### src/rtl/reorder_buffer_param.sv
// reorder_buffer_param
// Reorder buffer for the out-of-order MIPS core. Dispatch allocates entries in
// program order, the CDB marks them complete, and the head entry retires in
// order through a valid/ready handshake. A one-cycle flush empties the buffer.
//
// Ports:
//   clk, rst_n                       clock, asynchronous active-low reset
//   alloc_valid/alloc_ready          allocation handshake (ready = not full)
//   alloc_dest, alloc_is_store       payload of the allocated entry
//   alloc_tag                        tag granted on handshake (tail pointer)
//   cdb_valid/tag/val/exc            completion broadcast
//   commit_valid/commit_ready        retirement handshake on the head entry
//   commit_tag/arch_reg/val/is_store/exc   head entry fields (combinational)
//   flush                            discard all entries
//   count                            current occupancy
//   rd0_*/rd1_*                      operand lookup ports (ROB_OPERAND_READ_EN)
//
// Build option: define ROB_OPERAND_READ_EN to add two combinational operand
// read ports with same-cycle CDB forwarding.

module reorder_buffer_param #(
   parameter int unsigned DEPTH  = 8,
   parameter int unsigned DATA_W = 32,
   parameter int unsigned AREG_W = 5,
   parameter int unsigned TAG_W  = $clog2(DEPTH)
) (
   input  logic              clk,
   input  logic              rst_n,
   input  logic              alloc_valid,
   output logic              alloc_ready,
   input  logic [AREG_W-1:0] alloc_dest,
   input  logic              alloc_is_store,
   output logic [TAG_W-1:0]  alloc_tag,
   input  logic              cdb_valid,
   input  logic [TAG_W-1:0]  cdb_tag,
   input  logic [DATA_W-1:0] cdb_val,
   input  logic              cdb_exc,
   output logic              commit_valid,
   input  logic              commit_ready,
   output logic [TAG_W-1:0]  commit_tag,
   output logic [AREG_W-1:0] commit_arch_reg,
   output logic [DATA_W-1:0] commit_val,
   output logic              commit_is_store,
   output logic              commit_exc,
   input  logic              flush,
   output logic [TAG_W:0]    count
`ifdef ROB_OPERAND_READ_EN
   ,
   input  logic [TAG_W-1:0]  rd0_tag,
   input  logic [TAG_W-1:0]  rd1_tag,
   output logic              rd0_ready,
   output logic              rd1_ready,
   output logic [DATA_W-1:0] rd0_val,
   output logic [DATA_W-1:0] rd1_val
`endif
);

   localparam logic [TAG_W:0] FULL_CNT = (TAG_W+1)'(DEPTH);

   logic [DEPTH-1:0]  ent_valid;
   logic [DEPTH-1:0]  ent_ready;
   logic [DEPTH-1:0]  ent_exc;
   logic [DEPTH-1:0]  ent_store;
   logic [AREG_W-1:0] ent_areg [DEPTH];
   logic [DATA_W-1:0] ent_val  [DEPTH];
   logic [TAG_W-1:0]  head;
   logic [TAG_W-1:0]  tail;
   logic              do_alloc;
   logic              do_commit;
   logic              cdb_hit;

   // Full blocks allocation even if the head retires this cycle.
   assign alloc_ready = (count != FULL_CNT);
   assign alloc_tag   = tail;

   // Head entry view; no CDB bypass, so completion shows up a cycle later.
   assign commit_valid    = ent_valid[head] & ent_ready[head];
   assign commit_tag      = head;
   assign commit_arch_reg = ent_areg[head];
   assign commit_val      = ent_val[head];
   assign commit_is_store = ent_store[head];
   assign commit_exc      = ent_exc[head];

   // Flush has priority over every other update in the same cycle.
   assign do_alloc  = alloc_valid & alloc_ready & ~flush;
   assign do_commit = commit_valid & commit_ready & ~flush;
   assign cdb_hit   = cdb_valid & ent_valid[cdb_tag] & ~flush;

   // Pointers and occupancy.
   always_ff @(posedge clk or negedge rst_n) begin
      if (!rst_n) begin
         head  <= '0;
         tail  <= '0;
         count <= '0;
      end else if (flush) begin
         head  <= '0;
         tail  <= '0;
         count <= '0;
      end else begin
         if (do_alloc)  tail <= tail + TAG_W'(1);
         if (do_commit) head <= head + TAG_W'(1);
         case ({do_alloc, do_commit})
            2'b10:   count <= count + (TAG_W+1)'(1);
            2'b01:   count <= count - (TAG_W+1)'(1);
            default: count <= count;
         endcase
      end
   end

   // Entry state. Allocation and commit never target the same slot: that
   // would need head==tail with the buffer both empty and full.
   always_ff @(posedge clk or negedge rst_n) begin
      if (!rst_n) begin
         ent_valid <= '0;
         ent_ready <= '0;
         ent_exc   <= '0;
         ent_store <= '0;
         for (int i = 0; i < int'(DEPTH); i++) begin
            ent_areg[i] <= '0;
            ent_val[i]  <= '0;
         end
      end else if (flush) begin
         ent_valid <= '0;
         ent_ready <= '0;
         ent_exc   <= '0;
      end else begin
         if (cdb_hit) begin
            ent_ready[cdb_tag] <= 1'b1;
            ent_exc[cdb_tag]   <= cdb_exc;
            ent_val[cdb_tag]   <= cdb_val;
         end
         if (do_alloc) begin
            ent_valid[tail] <= 1'b1;
            ent_ready[tail] <= 1'b0;
            ent_exc[tail]   <= 1'b0;
            ent_store[tail] <= alloc_is_store;
            ent_areg[tail]  <= alloc_dest;
         end
         if (do_commit) begin
            ent_valid[head] <= 1'b0;
            ent_ready[head] <= 1'b0;
         end
      end
   end

`ifdef ROB_OPERAND_READ_EN
   logic rd0_fwd;
   logic rd1_fwd;

   // A broadcast on the looked-up tag this cycle forwards straight through.
   assign rd0_fwd   = cdb_valid & ent_valid[rd0_tag] & (cdb_tag == rd0_tag);
   assign rd1_fwd   = cdb_valid & ent_valid[rd1_tag] & (cdb_tag == rd1_tag);
   assign rd0_ready = (ent_valid[rd0_tag] & ent_ready[rd0_tag]) | rd0_fwd;
   assign rd1_ready = (ent_valid[rd1_tag] & ent_ready[rd1_tag]) | rd1_fwd;
   assign rd0_val   = rd0_fwd ? cdb_val : ent_val[rd0_tag];
   assign rd1_val   = rd1_fwd ? cdb_val : ent_val[rd1_tag];
`endif

endmodule
### config.mk
export PLATFORM = sky130hd
export DESIGN_NAME = reorder_buffer_param
export DESIGN_NICKNAME = d
export VERILOG_FILES = /design/src/rtl/reorder_buffer_param.sv
export SDC_FILE = /design/constraint.sdc
export NUM_CORES = 1
export LEC_CHECK = 0
export BUFFER_PORTS_ARGS = -buffer_cell sky130_fd_sc_hd__buf_2
export CAP_MARGIN = 20
export CORE_MARGIN = 2
export CORE_UTILIZATION = 35
export CTS_BUF_LIST = sky130_fd_sc_hd__clkbuf_4
export CTS_CLUSTER_DIAMETER = 30
export CTS_CLUSTER_SIZE = 8
export DETAILED_ROUTE_END_ITERATION = 7
export SYNTH_ARGS = -nofsm -noshare
export SYNTH_HDL_FRONTEND = slang
export SYNTH_SLANG_ARGS = --single-unit
### constraint.sdc
create_clock -name clk -period 3 [get_ports clk]
set_input_delay 0.45 -clock clk [delete_from_list [all_inputs] [get_ports clk]]
set_output_delay 0.45 -clock clk [all_outputs]
set_load 0.01 [all_outputs]
==> metrics.md, run 1 <==
| Metric | Value |
|---|---|
| Run status | `complete, no violations` |
| Hold_sp | `flush` |
| Maximum fanout encountered on the critical timing path | `7` |
| Register-to-Register Setup Slack | `0.06 ns` |
| Internal cell power | `8153 µW` |
| Worst reg2reg path depth | `12` |
| Worst Max-Slew Pin Slew | `0.9456 ns` |
| Worst hold path depth | `2` |
| Count of boundary I/O pins | `99` |
| Synthesized flop and latch total | `338` |
| Worst Slack Setup Final | `0.03035 ns` |
| Area Overhead vs Synth | `25.80%` |
| Endpoint kind of the worst setup timing path | `output port` |
| Total wire length | `37640 µm` |
| Most common cell after layout, fill and taps aside | `dfrtp_1` |
| Count of input and output buffers | `98` |
| Critical path buffers and inverters | `3` |
| Net switching power | `2662 µW` |
| Worst hold-check path type | `in -> reg` |
| Via count of the routed design | `9469` |
| Initial antenna violation count | `5` |
| Maximum buffer depth of the clock tree | `3` |
| Final clock period utilization by the worst path | `0.9899` |
| Worst Path Class, Setup | `reg -> out` |
| Antenna Violating Nets Remaining | `0` |
| Clock Sinks | `338` |
| Synthesized-area fraction occupied by ao, oa, aoi and oai cells | `0.009569` |
| Sequential cell area | `8467 µm²` |
| Area of the core | `44030 µm²` |
| Mux share of post-synthesis cell area | `0.3710` |
| Adder-cell share of the synthesized area | `0.004503` |
| Worst hold-check slack | `0.1268 ns` |
| Sequential group share of total power | `0.447` |
| Pwr Total | `10810 µW` |
| Largest net degree at the start of global routing | `84` |
| Power per standard cell area | `552.5 nW/µm²` |
| Number of clock buffers inserted by TritonCTS | `89` |
| CTS tree | `yes` |
| Clock latency on the worst-skew pair | `0.75 ns` |
| Floorplan die width | `214.9 µm` |
| Pins Over Slew Limit | `0` |
| Worst relative slew slack | `0.3662` |
| Overall fraction of global-route tracks in use | `0.1678` |
| Basic-gate share of the synthesized area counting and, or, nand and nor cells | `0.04471` |
| Largest family of logic cells by synthesized area | `multiplexers` |
| Library cell used as clock root buffer | `clkbuf_4` |
| Number of endpoints failing setup at the final stage | `0` |
| Total negative setup slack | `0 ns` |
| Unique cell type count in the Yosys netlist | `53` |
| Level count of the clock H-tree | `3` |
| Vias per inst | `5.026` |
| Number of global-route vias before repair | `10300` |
| TritonRoute pass-1 iters | `4` |
| Worst Setup Start Kind | `flop` |
| Mapped Area | `15560 µm²` |
| Start point of the critical path | `commit_tag[0]` |
| Share of post-route cells with drive strength above 1 | `0.5929` |
| Data required, critical path | `2.55 ns` |
| Gate Count Post-Synth | `986` |
| Setup repair after global routing missed its margin | `true` |
| Sum of overflow across all layers after global routing | `0` |
| CP Data Arrival Time | `2.52 ns` |
| Cell family with most CP delay | `multiplexers` |
| Commonest non-fill, non-tap cells in the layout | `dfrtp_1 (335), mux2_2 (319), clkbuf_4 (98), mux4_2 (79), buf_2 (71)` |
| Post-synth net total | `1039` |
| Origin of the critical flop-to-flop path | `commit_tag[0]` |
| Final hold violation count | `0` |
| Wire length of the first global-routing pass | `60090 µm` |
| Die Y | `214.9 µm` |
| Critical register-to-register path endpoint | `count[3]` |
| Placer congestion estimate | `0.7857` |
| Worst vdd rail ir drop | `0.0003859 V` |
| Post-layout min period | `2.970 ns` |
| Cell leakage power | `0.009154 µW` |
| Worst slack at placement | `0.1626 ns` |
| Fraction of synthesized cell area in xor and xnor cells | `0.004503` |
| Worst clock skew on the final layout | `0.04130 ns` |
| First DRT Iteration DRCs | `506` |
| Post-route DRC | `0` |
| Clock power share | `0.483` |
| Initial cell density of the core | `0.3534` |
| Worst stage delay on the critical path | `0.50 ns` |
| Sequential area share after synthesis | `0.5436` |
| Detail-routed net length per standard cell | `19.98 µm` |
| Overall die area | `46160 µm²` |
| Highest achievable clock rate | `336.7 MHz` |
| Max-cap check violation count | `0` |
| Floorplan row count | `77` |
| Per-instance average area after synthesis | `15.78 µm²` |
| CP cell instances | `buf_12, buf_16, mux4_2, mux2_4, buf_6` |
| Synthesis Warnings | `0` |
| Clock-pin slew reported for the worst setup and hold paths after clock tree synthesis | `0.06 ns` |
| Proportion of total power due to net switching | `0.2461` |
| Area of the multi-input gates | `6915 µm²` |
| Post-layout net count | `1263` |
| Post-detailed-placement half-perimeter wirelength | `21900 µm` |
| Inst Count DP | `1656` |
| Cell Count, Final, Fillers Out | `1884` |
| Logic pwr share | `0.070` |
| Hold worst-path end | `alloc_tag[0]` |
| Filler cell count in the final layout | `4019` |
| Crit path max-delay cell type | `mux4_2` |
-- worst max-delay path by stage --
| stage | to | slack, ns | cells past startpoint |
|---|---|---|---|
| after CTS | commit_val[8] | -0.07 | 5 |
| after global routing | commit_val[24] | -0.1 | 5 |
| after floorplan | count[3] | 0.11 | 11 |
| after global placement | count[3] | 0.19 | 10 |
| after detailed placement | count[3] | 0.16 | 12 |
| final | commit_val[0] | 0.03 | 5 |
-- per-layer routing --
| metal | vias up | wire (µm) | GRT usage |
|---|---|---|---|
| met4 | 0 | 799 | 0.06319 |
| met5 | - | 0 | 0 |
| met1 | 5019 | 17020 | 0.2239 |
| met3 | 53 | 1454 | 0.03609 |
| li1 | 4213 | - | - |
| met2 | 184 | 18370 | 0.2689 |
-- stage by stage --
| step | utilization | instance area [µm²] |
|---|---|---|
| floorplan | - | 15560 |
| global placement | 0.3859 | 16990 |
| detailed placement | 0.3859 | 16990 |
| CTS | 0.4414 | 19430 |
| global route | 0.4445 | 19570 |
| finish | 0.4446 | 19570 |
-- what timing repair did --
| action | CTS | global route |
|---|---|---|
| gates resized for setup | 65 | 19 |
| hold buffers | 40 | 0 |
| pin swaps | 0 | 2 |
| hold endpoints to repair | 385 | 0 |
| buffers inserted | 7 | 1 |
| gates cloned | 7 | 1 |
| endpoints found under the setup margin | 39 | 38 |
-- sequential cells by signal, indices dropped and copies added (netlist names) --
name and flops:
ent_store 8, count 4, alloc_tag 3, commit_tag 3, ent_areg 40, ent_exc 8, ent_valid 8, ent_val 256
ent_ready 8
-- cell usage after synthesis, drive strengths merged --
cell	count	area [µm²]
a2111oi	3	26.28
a21o	1	7.510
a21oi	4	20.02
and2	2	12.52
and4	3	26.28
buf	36	215.2
clkbuf	27	102.6
dfrtp	338	8458
fa	1	20.02
ha	4	50.05
inv	7	26.28
mux2	344	3874
mux2i	12	120.1
mux4	79	1779
nand2	17	66.32
nand2b	4	25.02
nand3	2	10.01
nand3b	3	22.52
nand4	1	6.260
nand4b	2	17.52
nand4bb	1	11.26
nor2	35	138.9
nor2b	4	25.02
nor3	22	131.4
nor3b	1	7.510
nor4	8	92.58
nor4b	3	56.31
o2111ai	1	15.01
o211ai	2	25.02
o21ai	2	10.01
o22ai	1	20.02
o311ai	1	16.27
o32ai	1	8.760
or2	2	12.51
or3	1	6.260
or3b	2	17.52
or4b	1	10.01
xnor2	5	43.79
xor2	3	26.28
-- logic make-up after synthesis --
logic type	after synthesis
AO/OA/AOI/OAI	16
multiplexers	435
flip-flops	338
adder cells (fa/ha/maj)	5
XOR/XNOR	8
AND/OR/NAND/NOR	114
buffers and inverters	70
-- final cells by class --
cell class | count | share of cell area
Antenna cell | 5 | 0.0006392
Clock buffer | 98 | 0.03759
Clock inverter | 70 | 0.03963
Inverter | 7 | 0.001342
Multi-Input combinational cell | 578 | 0.3533
Sequential cell | 338 | 0.4326
Tap cell | 592 | 0.03784
Timing Repair Buffer | 196 | 0.09710
-- power by group through the flow --
stage                     registers, µW  clock network (µW)  logic (µW)
after global placement             4920                   0         679
after global routing               4860                5630         838
final                              4840                5220         758
after CTS                          4840                5390         766
after detailed placement           4930                   0         698
after floorplan                    4900                   0         387
Note: power is estimated with default switching activity, not from simulation.
==> run 2: changes to the inputs <==
- ABC_AREA: default -> 1
- CELL_PAD_IN_SITES_DETAIL_PLACEMENT: default -> 1
- CELL_PAD_IN_SITES_GLOBAL_PLACEMENT: default -> 2
- PLACE_DENSITY_LB_ADDON: default -> 0.1
==> metrics.md, run 2 <==
| Metric | Value |
|---|---|
| Sum of overflow across all layers after global routing | `0` |
| Number of clock buffers inserted by TritonCTS | `100` |
| Largest regs | `ent_val x256, ent_areg x40` |
| Total negative setup slack | `0 ns` |
| Unique cell type count in the Yosys netlist | `34` |
| Maximum buffer depth of the clock tree | `3` |
| Run status | `complete, no violations` |
| Clock latency on the worst-skew pair | `0.85 ns` |
| Number of enable-type register cells in the synthesized netlist | `0` |
| Library cell used as clock root buffer | `clkbuf_4` |
| Highest achievable clock rate | `343.7 MHz` |
| Logic pwr share | `0.088` |
| Most common cell after layout, fill and taps aside | `nand2_1` |
| Endpoint kind of the worst setup timing path | `output port` |
| Worst vdd rail ir drop | `0.0003000 V` |
| Floorplan row count | `79` |
| Post-route DRC | `0` |
| Final clock period utilization by the worst path | `0.9699` |
| Initial antenna violation count | `4` |
| Worst Setup Start Kind | `flop` |
| Maximum fanout encountered on the critical timing path | `11` |
| Count of input and output buffers | `98` |
| Proportion of total power due to net switching | `0.2785` |
| Synthesis Warnings | `0` |
| Clock-pin slew reported for the worst setup and hold paths after clock tree synthesis | `0.06 ns` |
| Count of boundary I/O pins | `99` |
| Cell leakage power | `0.01032 µW` |
| Vias per inst | `5.007` |
| Worst clock skew on the final layout | `0.05973 ns` |
| Yosys top cell by area | `dfrtp_1` |
| Number of endpoints failing setup at the final stage | `0` |
| TritonRoute pass-1 iters | `5` |
| Per-instance average area after synthesis | `8.161 µm²` |
| Dominant register cell in the synthesized netlist | `dfrtp_1` |
| Gate Count Post-Synth | `2008` |
| Commonest non-fill, non-tap cells in the layout | `nand2_1 (715), dfrtp_1 (335), o21ai_0 (178), inv_1 (148), clkbuf_4 (130)` |
| Number of global-route vias before repair | `15150` |
| Area Overhead vs Synth | `19.58%` |
| Pins Over Slew Limit | `0` |
| DP Area | `17400 µm²` |
| CTS tree | `yes` |
| Floorplan die width | `220.4 µm` |
| Area of the core | `46360 µm²` |
| Worst stage delay on the critical path | `0.43 ns` |
| Worst hold-check path type | `in -> reg` |
| Via count of the routed design | `14310` |
| Max-cap check violation count | `0` |
| Internal cell power | `7451 µW` |
| CP most frequent cell | `buf_12` |
| Data required, critical path | `2.55 ns` |
| Post-detailed-placement half-perimeter wirelength | `33010 µm` |
| Critical path buffers and inverters | `4` |
| Net switching power | `2876 µW` |
| Most common cell in the synthesized netlist | `nand2_1` |
| Total wire length | `57700 µm` |
| Largest cells by area after synthesis | `dfrtp_1 (52%), nand2_1 (16%), o21ai_0 (6.2%)` |
| Level count of the clock H-tree | `3` |
| Post-layout net count | `2221` |
| Worst relative slew slack | `0.5467` |
| Overall die area | `48570 µm²` |
| CP Data Arrival Time | `2.46 ns` |
| Synthesized flop and latch total | `338` |
| CP cell instances | `buf_4, nor2_4, buf_12, buf_12, o21ai_1, o2111ai_2, buf_2` |
| Worst slack at placement | `0.4148 ns` |
| Final standard cell area without fillers | `19600 µm²` |
| Largest net degree at the start of global routing | `74` |
| Post-layout min period | `2.910 ns` |
| Sequential area share after synthesis | `0.5161` |
| Share of async-settable or async-resettable flops after synthesis | `1.000` |
| Crit path max-delay cell type | `dfrtp_2` |
| First DRT Iteration DRCs | `762` |
| Final hold violation count | `0` |
| Number of flip-flops in the largest register | `256` |
| Initial cell density of the core | `0.3535` |
| Wire length of the first global-routing pass | `88150 µm` |
| Die Y | `220.4 µm` |
| Post-synth top area share | `0.5161` |
| Power per standard cell area | `527.0 nW/µm²` |
| Worst Path Class, Setup | `reg -> out` |
| Cell family with most CP delay | `buffers and inverters` |
| Sequential group share of total power | `0.487` |
| Worst Max-Slew Pin Slew | `0.6799 ns` |
| Pwr Total | `10330 µW` |
| Register containing the most flip-flops in the final layout | `ent_val` |
| Placer congestion estimate | `0.7914` |
| Worst Slack Setup Final | `0.09034 ns` |
| Clock Sinks | `338` |
| Detail-routed net length per standard cell | `20.19 µm` |
| Cell Count, Final, Fillers Out | `2858` |
| Post-synth net total | `2061` |
| Antenna Violating Nets Remaining | `0` |
| Setup repair after global routing missed its margin | `true` |
| Most instantiated cells after synthesis | `nand2_1 (716), dfrtp_1 (338), o21ai_0 (202), inv_1 (149), a21oi_1 (119)` |
| Mapped Area | `16390 µm²` |
| Inst Count DP | `2613` |
| Share of post-route cells with drive strength above 1 | `0.2074` |
| Overall fraction of global-route tracks in use | `0.2392` |
| Clock power share | `0.425` |
-- run 2: worst paths after layout --
kind,startpoint,cells past startpoint,slack [ns],endpoint
setup / recovery,commit_tag[1],7,0.09,commit_val[27]
min in group asynchronous,rst_n,2,0.19,ent_val[199]
hold reg to reg,ent_val[24],2,0.47,ent_val[24]
hold / removal,flush,4,0.16,count[0]
setup reg to reg,commit_tag[1],20,0.24,count[3]
max in group asynchronous,rst_n,3,1.87,ent_val[162]
-- run 2: per-stage QoR --
step,utilization,hold WS [ns]
2_1_floorplan,-,0.1544
3_3_place_gp,0.3753,0.4558
3_5_place_dp,0.3753,0.4598
4_1_cts,0.4151,0.08556
5_1_grt,0.4227,0.1284
6_report,0.4227,0.1606
-- run 2: final cells by class --
| class | instances | area (µm²) |
|---|---|---|
| Sequential cell | 338 | 8464 |
| Multi-Input combinational cell | 1353 | 6554 |
| Clock inverter | 51 | 270.3 |
| Tap cell | 607 | 759.5 |
| Clock buffer | 130 | 975.9 |
| Timing Repair Buffer | 206 | 1912 |
| Antenna cell | 4 | 10.01 |
| Fill cell | 5618 | 26760 |
| Inverter | 169 | 651.9 |
-- run 2: routing by layer --
layer | vias up | global-route usage | share of wire
li1 | 6782 | - | -
met1 | 7160 | 0.3154 | 0.46
met2 | 263 | 0.3938 | 0.47
met3 | 104 | 0.04880 | 0.041
met4 | 0 | 0.07673 | 0.027
met5 | - | 0 | 0
-- run 2: timing repair --
action                                  CTS  global route
pin swaps                                 0            13
gates cloned                              2             5
endpoints found under the hold margin   379             0
hold buffers                             41             0
resized for setup                        28            51
setup buffers                             1            11
endpoints found under the setup margin   39            38
-- run 2: cells by family after synthesis --
family | Yosys count | share of synthesized area
AOI/OAI and AO/OA | 477 | 0.1712
and+or+nand+nor | 870 | 0.2164
buffers and inverters | 317 | 0.09139
DFF | 338 | 0.5161
xor gates and xnor gates | 1 | 0.0005345
adders and majority gates | 5 | 0.004276
-- run 2: power groups by stage --
| stage | Clock (µW) | Sequential, µW | Combinational, µW |
|---|---|---|---|
| floorplan | 0 | 5080 | 533 |
| global placement | 0 | 5100 | 847 |
| detailed placement | 0 | 5110 | 870 |
| CTS | 4550 | 5030 | 922 |
| global route | 4800 | 5070 | 1040 |
| finish | 4390 | 5030 | 905 |
-- run 2: worst min-delay path, cell delays in order --
cell	delay [ns]
buf_2	0.22
nor2_1	0.13
nand2_1	0.06
nand2_1	0.06
==> run 3: changes to the inputs <==
- CORE_UTILIZATION: 35 -> 38
- clock period: 3 -> 3.24 ns (I/O delays scaled with it)
==> metrics.md, run 3 (synthesized netlist as in run 2, its figures left out) <==
| Metric | Value |
|---|---|
| CTS tree | `yes` |
| Power per standard cell area | `536.6 nW/µm²` |
| Post-route DRC | `0` |
| Clock Sinks | `338` |
| Post-detailed-placement half-perimeter wirelength | `31660 µm` |
| Total wire length | `53480 µm` |
| Overall die area | `44800 µm²` |
| Max-cap check violation count | `0` |
| Initial antenna violation count | `2` |
| Post-layout net count | `2194` |
| DP Area | `17150 µm²` |
| Vias per inst | `5.021` |
| Pwr Total | `10280 µW` |
| Final hold violation count | `0` |
| Commonest non-fill, non-tap cells in the layout | `nand2_1 (715), dfrtp_1 (335), o21ai_0 (202), inv_1 (148), a21oi_1 (119)` |
| Critical path buffers and inverters | `3` |
| Antenna Violating Nets Remaining | `0` |
| Placer congestion estimate | `0.7900` |
| Area Overhead vs Synth | `16.87%` |
| Die Y | `211.7 µm` |
| Initial cell density of the core | `0.3830` |
| Worst stage delay on the critical path | `0.60 ns` |
| Worst Slack Setup Final | `0.1492 ns` |
| Maximum fanout encountered on the critical timing path | `48` |
| Global-route track usage on met2 | `0.4161` |
| Floorplan die width | `211.7 µm` |
| Final Core Density | `0.4476` |
| Level count of the clock H-tree | `3` |
| Worst vdd rail ir drop | `0.0002622 V` |
| Share of post-route cells with drive strength above 1 | `0.1902` |
| Worst relative slew slack | `0.4814` |
| Clock-pin slew reported for the worst setup and hold paths after clock tree synthesis | `0.07 ns` |
| Setup repair after global routing missed its margin | `false` |
| Most common cell after layout, fill and taps aside | `nand2_1` |
| Cell family with most CP delay | `buffers and inverters` |
| Wire length of the first global-routing pass | `85870 µm` |
| Overall fraction of global-route tracks in use | `0.2498` |
| CP Data Arrival Time | `2.60 ns` |
| Count of boundary I/O pins | `99` |
| Detail-routed net length per standard cell | `19.32 µm` |
| Worst hold-check path type | `in -> reg` |
| Number of flip-flops in the largest register | `256` |
| Pins Over Slew Limit | `0` |
| Clock latency on the worst-skew pair | `0.83 ns` |
| Global route hottest layer | `met2` |
| Final clock period utilization by the worst path | `0.9540` |
| Number of clock buffers inserted by TritonCTS | `96` |
| Register containing the most flip-flops in the final layout | `ent_val` |
| Area of the core | `42790 µm²` |
| Worst slack at placement | `0.5245 ns` |
| Sum of overflow across all layers after global routing | `0` |
| Floorplan row count | `76` |
| Post-layout min period | `3.091 ns` |
| Worst Setup Start Kind | `flop` |
| Number of global-route vias before repair | `15040` |
| Cell leakage power | `0.01011 µW` |
| Total negative setup slack | `0 ns` |
| Maximum buffer depth of the clock tree | `3` |
| Largest regs | `ent_val x256, ent_areg x40` |
| CP cell instances | `inv_8, buf_12, a21oi_1, o21ai_0, o2111ai_1, buf_2` |
| Final standard cell area without fillers | `19150 µm²` |
| Library cell used as clock root buffer | `clkbuf_4` |
| Met3 global-route usage | `0.04465` |
| TritonRoute pass-1 iters | `5` |
| Crit path max-delay cell type | `dfrtp_4` |
| Number of endpoints failing setup at the final stage | `0` |
| Run status | `complete, no violations` |
| Via count of the routed design | `13900` |
| First DRT Iteration DRCs | `796` |
| Met1 demand-to-capacity share in global routing | `0.3303` |
| Highest achievable clock rate | `323.5 MHz` |
| Count of input and output buffers | `98` |
| Worst clock skew on the final layout | `0.03827 ns` |
| Worst Max-Slew Pin Slew | `0.7779 ns` |
| Worst Path Class, Setup | `reg -> out` |
| Endpoint kind of the worst setup timing path | `output port` |
| Data required, critical path | `2.75 ns` |
| Largest net degree at the start of global routing | `80` |
-- run 3: cell types whose count changed in the layout (fill, tap and decap cells not counted), sizes merged --
| cell | previous run | this run |
|---|---|---|
| buf | 160 | 143 |
| bufbuf | 1 | 0 |
| bufinv | 2 | 13 |
| clkbuf | 134 | 113 |
| clkinv | 46 | 49 |
| diode | 4 | 3 |
| dlygate4sd3 | 41 | 40 |
| inv | 170 | 168 |
-- run 3: final timing paths --
kind / cells past startpoint / slack [ns] / start / end
max: 6 / 0.15 / commit_tag[0] / commit_val[5]
max reg2reg: 18 / 0.51 / commit_tag[0] / count[3]
min: 3 / 0.04 / alloc_is_store / ent_store[2]
max in group asynchronous: 3 / 2.01 / rst_n / ent_val[211]
min in group asynchronous: 2 / 0.28 / rst_n / ent_val[200]
min reg2reg: 2 / 0.47 / ent_val[13] / ent_val[13]
-- run 3: report_power, final --
group	switching [µW]	internal [µW]	total [µW]	leakage, µW
clock network	2060	2740	4800	0.000838
logic	504	310	815	0.00507
registers	141	4520	4660	0.00420
total	2700	7580	10300	0.0101
-- run 3: what timing repair did --
action | CTS | global route
endpoints found under the hold margin | 363 | 0
buffers inserted | 2 | 0
resized for setup | 13 | 6
gates cloned | 2 | 0
pin swaps | 1 | 0
hold buffers | 40 | 0
endpoints found under the setup margin | 39 | 24
-- run 3: metrics by stage --
stage / hold WS [ns] / cells
finish: 0.04419 / 2768
CTS: 0.002238 / 2765
floorplan: 0.1904 / 2008
global route: 0.02014 / 2768
global placement: 0.4560 / 2545
detailed placement: 0.4600 / 2545
-- run 3: cell type report --
type | count | area, µm²
Clock buffer | 113 | 848.3
Sequential cell | 338 | 8464
Multi-Input combinational cell | 1353 | 6451
Antenna cell | 3 | 7.507
Clock inverter | 63 | 615.6
Tap cell | 546 | 683.2
Inverter | 169 | 648.1
Fill cell | 5194 | 23640
Timing Repair Buffer | 183 | 1434
-- run 3: worst reg2reg max path, cell delays in order (launching register included) --
cell,delay (ns)
dfrtp_4,0.60
inv_8,0.21
nand2_1,0.08
nand3_1,0.08
nand2_1,0.08
nor2_2,0.23
nor2_8,0.09
nand3_2,0.13
inv_1,0.11
ha_1,0.33
a21oi_1,0.18
nand2_1,0.08
nand2_1,0.07
nand2_1,0.06
inv_1,0.06
nand4_1,0.08
nand2_1,0.08
nand3_1,0.07
nand2_1,0.06
-- run 3: per-layer routing --
metal / part of all wire / routed length, µm / vias to the layer above
met5: 0 / 0 / -
met4: 0.027 / 1429 / 0
met3: 0.033 / 1740 / 98
met2: 0.48 / 25470 / 238
met1: 0.46 / 24840 / 6832
li1: - / - / 6730
